### src/rtl/three_shuffler_ctrl_if.sv
// Flag/select bundle between the upstream 3-parallel FFT stage, three_shuffler_ctrl
// and the shuffler datapath. The controller connects through the slave modport.
interface three_shuffler_ctrl_if;
  logic        in_valid;
  logic        in_sof;
  logic        in_ready;
  logic [7:0]  sel_bus;
  logic        busy;
  logic        out_valid;
  logic        out_sof;
  logic        underrun;
  logic [15:0] frame_cnt;

  modport master (
    output in_valid, in_sof,
    input  in_ready, sel_bus, busy, out_valid, out_sof, underrun, frame_cnt
  );

  modport slave (
    input  in_valid, in_sof,
    output in_ready, sel_bus, busy, out_valid, out_sof, underrun, frame_cnt
  );
endinterface

### src/rtl/three_shuffler_ctrl.sv
// Sequencing controller for the 3-parallel shuffler: frame counter, select generation,
// valid/sof re-timing, underrun and drain. Define SHUF_FRAME_CNT_EN to enable frame_cnt.
module three_shuffler_ctrl #(
  parameter int FRAME_LEN = 90,
  parameter int LAT       = 91,
  parameter int SEL_DELAY = 0
) (
  input  logic                 clk,
  input  logic                 rst_n,
  three_shuffler_ctrl_if.slave bus
);
  localparam int              CW         = $clog2(FRAME_LEN);
  localparam int              SW         = (SEL_DELAY + 1) * 8;
  localparam logic [CW-1:0]   LAST       = CW'(FRAME_LEN - 1);
  localparam logic [CW-1:0]   HALF       = CW'(FRAME_LEN / 2);
  // The frame-end RUN cycle is the first drain cycle, so DRAIN itself lasts LAT-1 cycles.
  localparam logic [7:0]      DRAIN_LOAD = (LAT > 1) ? 8'(LAT - 2) : 8'd0;

  typedef enum logic [1:0] {IDLE, RUN, DRAIN} state_e;

  state_e          state_q, state_d;
  logic [CW-1:0]   c_q, c_d;
  logic [1:0]      p_q, p_d;
  logic [7:0]      drain_q, drain_d;
  logic [LAT-1:0]  vld_q, vld_d;
  logic [LAT-1:0]  sof_q, sof_d;
  logic [SW-1:0]   sel_pipe_q, sel_pipe_d;
  logic            in_ready_q, in_ready_d;
  logic            busy_q, busy_d;
  logic            underrun_q, underrun_d;

  logic            frame_end, start, cont, acc, h;
  logic [CW-1:0]   k;
  logic [1:0]      kp;
  logic [7:0]      pat;

  always_comb begin
    // NOTE: every always_comb output gets a default first so no path can infer a latch.
    state_d    = state_q;
    c_d        = c_q;
    p_d        = p_q;
    drain_d    = drain_q;
    pat        = '0;

    // In RUN, c_q is the index of the last accepted word; c_q==LAST means the frame is complete.
    frame_end  = (state_q == RUN) && (c_q == LAST);
    start      = bus.in_valid && bus.in_sof && ((state_q != RUN) || frame_end);
    cont       = (state_q == RUN) && !frame_end;
    acc        = start || cont;
    k          = start ? '0 : c_q + CW'(1);
    kp         = start ? 2'd0 : ((p_q == 2'd2) ? 2'd0 : p_q + 2'd1);
    h          = (k >= HALF);

    if (acc) begin
      pat = {k == LAST, (kp == 2'd2) | h, (kp == 2'd1) & ~h, (kp == 2'd0) & h,
             h, kp == 2'd2, kp == 2'd1, kp == 2'd0};
    end

    if (acc) begin
      state_d = RUN;
      c_d     = k;
      p_d     = kp;
    end else begin
      case (state_q)
        RUN: begin
          if (LAT > 1) begin
            state_d = DRAIN;
            drain_d = DRAIN_LOAD;
          end else begin
            state_d = IDLE;
          end
        end
        DRAIN: begin
          if (drain_q == 8'd0) state_d = IDLE;
          else                 drain_d = drain_q - 8'd1;
        end
        default: ;
      endcase
    end

    vld_d      = LAT'({vld_q, acc});
    sof_d      = LAT'({sof_q, start});
    sel_pipe_d = SW'({sel_pipe_q, pat});
    underrun_d = underrun_q | (cont & ~bus.in_valid);
    in_ready_d = (state_d != RUN) || (c_d == LAST);
    busy_d     = (state_d != IDLE) || (|vld_d);
  end

  always_ff @(posedge clk) begin
    // NOTE: sequential state uses non-blocking assignments only, so flop order never matters.
    if (!rst_n) begin
      state_q    <= IDLE;
      c_q        <= '0;
      p_q        <= 2'd0;
      drain_q    <= 8'd0;
      // NOTE: the flag delay lines are plain flop chains and are reset so an aborted frame
      // leaves no pending out_valid/out_sof behind.
      vld_q      <= '0;
      sof_q      <= '0;
      sel_pipe_q <= '0;
      in_ready_q <= 1'b1;
      busy_q     <= 1'b0;
      underrun_q <= 1'b0;
    end else begin
      state_q    <= state_d;
      c_q        <= c_d;
      p_q        <= p_d;
      drain_q    <= drain_d;
      vld_q      <= vld_d;
      sof_q      <= sof_d;
      sel_pipe_q <= sel_pipe_d;
      in_ready_q <= in_ready_d;
      busy_q     <= busy_d;
      underrun_q <= underrun_d;
    end
  end

`ifdef SHUF_FRAME_CNT_EN
  logic [LAT-1:0] last_q, last_d;
  logic [15:0]    frame_cnt_q, frame_cnt_d;

  always_comb begin
    last_d      = LAT'({last_q, pat[7]});
    frame_cnt_d = frame_cnt_q + 16'(vld_q[LAT-1] & last_q[LAT-1]);
  end

  always_ff @(posedge clk) begin
    if (!rst_n) begin
      last_q      <= '0;
      frame_cnt_q <= 16'd0;
    end else begin
      last_q      <= last_d;
      frame_cnt_q <= frame_cnt_d;
    end
  end

  assign bus.frame_cnt = frame_cnt_q;
`else
  assign bus.frame_cnt = 16'd0;
`endif

  assign bus.in_ready  = in_ready_q;
  assign bus.sel_bus   = sel_pipe_q[SW-1 -: 8];
  assign bus.busy      = busy_q;
  assign bus.out_valid = vld_q[LAT-1];
  assign bus.out_sof   = sof_q[LAT-1];
  assign bus.underrun  = underrun_q;
endmodule

### src/flat_wrapper.sv
// flat-port wrapper written by rule: the top's interface ports become plain ports
module three_shuffler_ctrl_flat 
#(
  parameter int FRAME_LEN = 90,
  parameter int LAT       = 91,
  parameter int SEL_DELAY = 0
)
  (clk, rst_n, bus_in_valid, bus_in_sof, bus_in_ready, bus_sel_bus, bus_busy, bus_out_valid, bus_out_sof, bus_underrun, bus_frame_cnt);
  three_shuffler_ctrl_if bus_i ();
  input  logic clk;
  input  logic rst_n;
  input wire logic [$bits(bus_i.in_valid)-1:0] bus_in_valid;
  input wire logic [$bits(bus_i.in_sof)-1:0] bus_in_sof;
  output wire logic [$bits(bus_i.in_ready)-1:0] bus_in_ready;
  output wire logic [$bits(bus_i.sel_bus)-1:0] bus_sel_bus;
  output wire logic [$bits(bus_i.busy)-1:0] bus_busy;
  output wire logic [$bits(bus_i.out_valid)-1:0] bus_out_valid;
  output wire logic [$bits(bus_i.out_sof)-1:0] bus_out_sof;
  output wire logic [$bits(bus_i.underrun)-1:0] bus_underrun;
  output wire logic [$bits(bus_i.frame_cnt)-1:0] bus_frame_cnt;
  assign bus_i.in_valid = bus_in_valid;
  assign bus_i.in_sof = bus_in_sof;
  assign bus_in_ready = bus_i.in_ready;
  assign bus_sel_bus = bus_i.sel_bus;
  assign bus_busy = bus_i.busy;
  assign bus_out_valid = bus_i.out_valid;
  assign bus_out_sof = bus_i.out_sof;
  assign bus_underrun = bus_i.underrun;
  assign bus_frame_cnt = bus_i.frame_cnt;
  three_shuffler_ctrl #(.FRAME_LEN(FRAME_LEN), .LAT(LAT), .SEL_DELAY(SEL_DELAY)) u_core (.clk(clk), .rst_n(rst_n), .bus(bus_i));
endmodule
### config.mk
export PLATFORM = sky130hd
export DESIGN_NAME = three_shuffler_ctrl_flat
export DESIGN_NICKNAME = d
export VERILOG_FILES = /design/src/rtl/three_shuffler_ctrl_if.sv /design/src/rtl/three_shuffler_ctrl.sv /design/src/flat_wrapper.sv
export SDC_FILE = /design/constraint.sdc
export NUM_CORES = 1
export LEC_CHECK = 0
export ABC_AREA = 1
export CAP_MARGIN = 10
export CORE_MARGIN = 2
export CORE_UTILIZATION = 30
export CTS_CLUSTER_SIZE = 10
export DETAILED_ROUTE_END_ITERATION = 10
export PLACE_DENSITY = 0.53
export SLEW_MARGIN = 20
export SYNTH_ARGS = -nofsm -noshare
export SYNTH_HDL_FRONTEND = slang
export SYNTH_SLANG_ARGS = --single-unit
### constraint.sdc
create_clock -name clk -period 2.1 [get_ports clk]
set_clock_uncertainty 0.2 [all_clocks]
set_input_delay 0.42 -clock clk [delete_from_list [all_inputs] [get_ports clk]]
set_output_delay 0.42 -clock clk [all_outputs]
set_load 0.05 [all_outputs]
==> impl_results.md, run 1 <==
- Via density: 3.760
- H-tree Lvls: 1
- Synth warn: 0
- Min Tclk post-route: 1965 ps
- Power density over the cells: 991.8 nW/um^2
- Initial antenna violation count: 0
- Post-synthesis cell area: 7052 um^2
- Setup crit end kind: primary output
- Critical path launch point type: flop
- Die area: around 25000 um^2
- Final setup fails: 0
- WHS Path Cells: 3
- Drt pass-1 iters: 4
- Switching part of the total: around a fifth
- Final Cycle Share: between 90 and 100%
- Wire per inst: 8.640 um
- Status: complete, no violations
- Via count: 4587
- Critical path's slowest cell: dlygate4sd2_1
- Post-synth ARST share: 0%
- TritonCTS clock tree: yes
- Fin cells: ~1200
- Fin Setup TNS: 0 ps
- RSZ-0062 raised after global routing: no
- Area grow syn2layout: 16.00%
- Pre-CTS WS: around 44 ps
- CP Cell Sequence: dlygate4sd2_1
- Clk_lat worst skew: 500 ps
- Detailed Route WL: 10540 um
- Library cells used by synthesis: 30
- Layout net count: 908
- Largest net degree at the start of global routing: 120
- Grt ovf: 0
- Cells after synthesis: 873
- CP Data Required Time: 1480 ps
- Sw Pwr: 1.714 mW
- Tot GR Track Use: 9.066%
- Cell family with the largest share of critical-path delay: buffers and inverters
- Clock buffer depth: 3
- GPL Wtd Cong: about 0.80
- Final hold violations: 0
- Most frequent cell after synthesis: nand2_1
- DP Area: ~7500 um^2
- Sink Count: about 210
- Routed Antenna Nets: 0
- CP Class: reg -> out
- Residual DRC count: 0
- Number of synthesized register bits: 212
- Max cap viols: 0
- CP Max Fanout: 2
- Total power draw: 8.113 mW
- Row count: 56
- Area occupied by multi-input gates: 1823 um^2
- Detailed Place HPWL: 6558 um
- Area contributors post-synth: dfxtp_1 60%, nand2_1 13%, inv_1 12%
- Total CTS buffers: 25
- Register share of total power: 50.2%
- Arrival @ worst endpoint: 1350 ps
- PnR worst setup slack: 134.8 ps
- Slowest stage delay, CP: 530 ps
- Register area: 4244 um^2
- EDFF count, synth: 0
- Worst r2r path cells: 12
- Synth cell count leaders: 238 x nand2_1, 217 x inv_1, 212 x dfxtp_1
- Die span in x: 157.3 um
- Seq/Total Area, Yosys: between 60 and 70%
- Port buffer count: 16
- Clock Root Buffer: clkbuf_16
- Int Pwr: 6.399 mW
- CTS clk-pin slew, worst paths: 50 ps
- Core area: 23260 um^2
- Top cell type's share of synthesized area: 60.18%
- Vias in the first global route: 4154
- Die H: 157.3 um
- Mapped Avg Cell Area: around 8 um^2
- Io pins: 33
- Initial Utilization: 30.31%
- CP Buf/Inv Count: 1
- Initial DRC count: 193
- Ant. Diodes: 0
- Top cell type by total area after synthesis: dfxtp_1
- Max Slew Vio Count: 0
- Maximum VDD drop: about 0.45 mV
- Post-CTS sizing: 6
- Hold Crit Class: in -> reg
- F_max: between 500 and 600 MHz
- Placed Cells: ~1200
- Post-CTS setup buffers: 0
- Clock share of power: 45.7%
- Finished Cell Area: roughly 8200 um^2
- Predominant post-synthesis flop cell: dfxtp_1
- Share of layout cells above drive strength 1: 6.437%
- Combinational power share: 4.1%
- Hold_buf cts: 0
- Leak: about 4.7 nW
- First-pass GRT wire length: ~19000 um
- Cell count along the critical path: 1
- Fillers: 2472
==> worst paths after layout <==
| check | from | slack, ps | endpoint |
|---|---|---|---|
| max | u_core.bus.underrun$_SDFF_PN0_ | 130 | bus_underrun |
| min | rst_n | 70 | u_core.c_q[4]$_SDFF_PN0_ |
| max reg2reg | u_core.c_q[0]$_SDFF_PN0_ | 190 | u_core.drain_q[4]$_SDFFE_PN0P_ |
| min reg2reg | u_core.sof_q[35]$_SDFF_PN0_ | 200 | u_core.sof_q[36]$_SDFF_PN0_ |
==> kinds of logic (layout without fill, tap and decap cells) <==
family                     after synthesis  count (layout)  synth area share (%)
DFF                                    212             212                 60.18
and+or+nand+nor                        365             365                 21.47
adders and majority gates                6               6                 1.065
xor gates and xnor gates                 5               5                0.6210
buffers and inverters                  259             272                 14.76
other                                    1              16               0.05318
AOI/OAI and AO/OA                       25              25                 1.845
==> power groups by stage <==
stage	Combinational [mW]	Clock [mW]	Sequential [mW]
after global placement	0.341	0	4.16
after floorplan	0.255	0	4.18
after CTS	0.336	3.87	4.07
after detailed placement	0.338	0	4.16
after global routing	0.368	4.02	4.07
final	0.330	3.71	4.07
==> state kept, by name, summed over array words and instances (netlist names) <==
register / flops
u_core.vld_q: 91
u_core.state_q: 2
u_core.c_q: 7
u_core.bus.in_ready: 1
u_core.bus.busy: 1
u_core.bus.underrun: 1
u_core.sof_q: 91
u_core.drain_q: 8
u_core.p_q: 2
u_core.bus.sel_bus: 8
==> per-layer routing <==
metal | routed length [um] | track usage [%] | vias to the layer above
met5 | 0 | 0 | -
met3 | 440 | 2.120 | 24
li1 | - | - | 2502
met1 | 5354 | 12.24 | 1997
met4 | 295 | 3.290 | 0
met2 | 4451 | 14.16 | 64
==> metrics by stage <==
stage / utilization (%) / hold slack (ps)
after floorplan: - / 190.5
after global placement: 32.25 / 191.1
after detailed placement: 32.25 / 195.6
after CTS: 35.17 / 48.63
after global routing: 35.17 / 90.82
final: 35.17 / 70.32
==> cell type report <==
type | count | area share (%)
clock buffers | 28 | 7.908
flip-flops and latches | 212 | 51.88
repair buffers | 22 | 2.478
multi-input cells | 417 | 22.29
clock inverters | 2 | 0.4742
well taps | 319 | 4.879
inverters | 220 | 10.09
==> cell usage in the layout (no fill, tap or decap), drive strengths merged <==
cell type,instances
conb,16
o21a,1
a21oi,11
clkdlybuf4s50,2
ha,6
clkbuf,28
o211ai,1
bufinv,1
nand3,19
dfxtp,212
o21ai,12
nor4,2
inv,220
xor2,5
nor2,81
nand4,11
nand3b,1
or2,5
clkinv,1
dlygate4sd2,6
nor3,6
nand2,240
buf,14
Power figures use the tool's default switching activity.
==> run 2: changes to the inputs <==
SLEW_MARGIN = not set   (was 20)
==> results of run 2 <==
The final DEF is identical to that of run 1; final timing and power are the same.
==> run 3: changes to the inputs <==
clock period = 1.9 ns   (was 2.1 ns; I/O delays follow)
==> impl_results.md, run 3 (same netlist as run 1, synthesis figures left out) <==
- Detailed Route WL: 11310 um (was 10540 um)
- Hold wc startpoint: u_core.sof_q[62]$_SDFF_PN0_ (was rst_n)
- F_max: 538.3 MHz
- Worst setup path endpoint: u_core.drain_q[7]$_SDFFE_PN0P_ (was bus_underrun)
- Register area: 4253 um^2 (was 4244 um^2)
- CP Max Fanout: 6 (was 2)
- Core area: 23260 um^2 (unchanged)
- Cell family with the largest share of critical-path delay: simple AND/OR/NAND/NOR gates (was buffers and inverters)
- CP Class: reg -> reg (was reg -> out)
- Sink Count: 212 (unchanged)
- Row count: 56 (unchanged)
- Die span in x: 157.3 um (unchanged)
- Via count: 4659 (was 4587)
- Share of layout cells above drive strength 1: 12.39% (was 6.437%)
- Most frequent cells in the layout: 225 x nand2_1, 215 x inv_1, 209 x dfxtp_1 (was 238 x nand2_1, 217 x inv_1, 212 x dfxtp_1)
- Final setup fails: 0 (unchanged)
- Total CTS buffers: 25 (unchanged)
- Initial DRC count: 182 (was 193)
- Critical path's slowest cell: dfxtp_4 (was dlygate4sd2_1)
- Area grow syn2layout: 20.09% (was 16.00%)
- Via density: 3.760 (about the same)
- Top flop regs: u_core.sof_q: 91 flops, u_core.vld_q: 91 flops (unchanged)
- Clock share of power: 44.2% (was 45.7%)
- CP Data Required Time: 2130 ps (was 1480 ps)
- TritonCTS clock tree: yes (unchanged)
- Port buffer count: 16 (unchanged)
- Grt ovf: 0 (unchanged)
- CP Cell Sequence: inv_4 -> ha_4 -> nand2_2 -> inv_2 -> nand3_4 -> nand2_8 -> nand2_8 -> nor2_4 -> inv_4 -> nor2_8 -> nand3_2 -> a21oi_2 (was dlygate4sd2_1)
- Fin util: 36.40% (was 35.17%)
- Leak: 4.825 nW (was 4.738 nW)
- Cell count along the critical path: 12 (was 1)
- Residual DRC count: 0 (unchanged)
- Arrival @ worst endpoint: 2090 ps (was 1350 ps)
- Register share of total power: 50.9% (was 50.2%)
- RSZ-0062 raised after global routing: yes (was no)
- Routed Antenna Nets: 0 (unchanged)
- Critical path launch point type: flop (unchanged)
- Pre-CTS WS: -87.65 ps (was 43.83 ps)
- Layout net count: 929 (was 908)
- Drt pass-1 iters: 4 (unchanged)
- Total power draw: 8.858 mW (was 8.113 mW)
- Sw Pwr: 1.932 mW (was 1.714 mW)
- Combinational power share: 4.9% (was 4.1%)
- Area occupied by multi-input gates: 1996 um^2 (was 1823 um^2)
- Ant. Diodes: 0 (unchanged)
- CP Launch Point: u_core.c_q[1]$_SDFF_PN0_ (was u_core.bus.underrun$_SDFF_PN0_)
- Clock Root Buffer: clkbuf_16 (unchanged)
- Initial Utilization: 30.31% (unchanged)
- Final hold violations: 0 (unchanged)
- Hold Crit Class: reg -> reg (was in -> reg)
- Status: complete, no violations (unchanged)
- CTS clk-pin slew, worst paths: 60 ps (was 50 ps)
- H-tree Lvls: 1 (unchanged)
- Final Cycle Share: 97.77%
- Wire per inst: 9.127 um (was 8.640 um)
- GPL Wtd Cong: 0.7839 (was 0.7956)
- Die area: 24750 um^2 (unchanged)
- Fin Setup TNS: 0 ps (unchanged)
- Io pins: 33 (unchanged)
- PnR worst setup slack: 42.37 ps (was 134.8 ps)
- Clk_lat worst skew: 490 ps (was 500 ps)
- Fillers: 2408 (was 2472)
- Detailed Place HPWL: 6793 um (was 6558 um)
- Int Pwr: 6.927 mW (was 6.399 mW)
- Die H: 157.3 um (unchanged)
- Slowest stage delay, CP: 360 ps (was 530 ps)
- Worst r2r path cells: 12 (unchanged)
- FF-to-FF End: u_core.drain_q[7]$_SDFFE_PN0P_ (was u_core.drain_q[4]$_SDFFE_PN0P_)
- Min Tclk post-route: about 1900 ps
- Max cap viols: 0 (unchanged)
- CP Buf/Inv Count: 3 (was 1)
- Commonest non-fill, non-tap cell in the layout: nand2_1 (unchanged)
- Clock buffer depth: 3 (unchanged)
- Setup crit end kind: flop (was primary output)
- Vias in the first global route: 4352 (was 4154)
- Max Slew Vio Count: 0 (unchanged)
- FF-to-FF setup slack: 40 ps (was 190 ps)
- Switching part of the total: 21.81% (was 21.13%)
- WHS Path Cells: 2 (was 3)
- Power density over the cells: 1046 nW/um^2 (was 991.8 nW/um^2)
- Maximum VDD drop: 0.4079 mV (was 0.4465 mV)
- Largest net degree at the start of global routing: 69 (was 120)
- First-pass GRT wire length: 19270 um (was 18660 um)
- Tot GR Track Use: 9.279% (was 9.066%)
- Initial antenna violation count: 0 (unchanged)
- R2r startpoint: u_core.c_q[1]$_SDFF_PN0_ (was u_core.c_q[0]$_SDFF_PN0_)
[run 3: cell count changes in the layout (fill, tap and decap cells not counted), sizes merged]
cell / before / now
buf: 14 / 38
bufinv: 1 / 0
clkbuf: 28 / 27
dlygate4sd2: 6 / 0
clkinv: 1 / 2
nand2: 240 / 241
dlygate4sd3: 0 / 1
inv: 220 / 219
nor2: 81 / 82
[run 3: layout make-up]
class                           count  area share (%)
Sequential cell                   212           50.22
Tap cell                          319           4.713
Timing Repair Buffer               41           4.019
Clock buffer                       27           7.476
Inverter                          220           9.900
Multi-Input combinational cell    419           23.57
Clock inverter                      1          0.1034
[run 3: layer usage]
layer	GRT usage, %	vias up	share of wire, %
met1	12.35	2024	50
met2	14.64	73	43
li1	-	2537	-
met5	0	-	0
met4	2.641	0	2.3
met3	2.698	25	5.2
[run 3: how the worst min path moves through the flow]
stage | end | slack, ps
final | u_core.sof_q[63]$_SDFF_PN0_ | 200
after global routing | u_core.sof_q[63]$_SDFF_PN0_ | 210
after CTS | u_core.sof_q[63]$_SDFF_PN0_ | 200
after detailed placement | u_core.sof_q[63]$_SDFF_PN0_ | 200
after global placement | u_core.sof_q[89]$_SDFF_PN0_ | 190
after floorplan | u_core.sof_q[10]$_SDFF_PN0_ | 190
[run 3: through the flow]
stage,cells,cell area [um^2],hold slack (ps)
after floorplan,888,7108,190.5
after global placement,1202,7577,191.4
after detailed placement,1202,7577,195.6
after CTS,1231,8229,203.0
after global routing,1239,8468,213.0
final,1239,8468,201.9
[run 3: power groups by stage]
stage | clock (mW) | combinational [mW] | sequential [mW]
2_1_floorplan | 0 | 0.282 | 4.63
3_3_place_gp | 0 | 0.389 | 4.60
3_5_place_dp | 0 | 0.388 | 4.59
4_1_cts | 4.07 | 0.391 | 4.50
5_1_grt | 4.26 | 0.478 | 4.50
6_report | 3.92 | 0.437 | 4.51
[run 3: worst reg2reg max path: cells and delay by family, from the launching register on]
family / cells / cell delay [ps]
simple gates: 7 / 760
flops: 1 / 360
buf+inv: 3 / 190
compound gates: 1 / 150
fa+ha+maj: 1 / 130
[run 3: what timing repair did]
| item | 4_1_cts | 5_1_grt |
|---|---|---|
| buffers inserted | 0 | 6 |
| hold endpoints to repair | 1 | 0 |
| gates resized for setup | 0 | 51 |
| hold buffers | 1 | 0 |
| setup endpoints to repair | 0 | 19 |
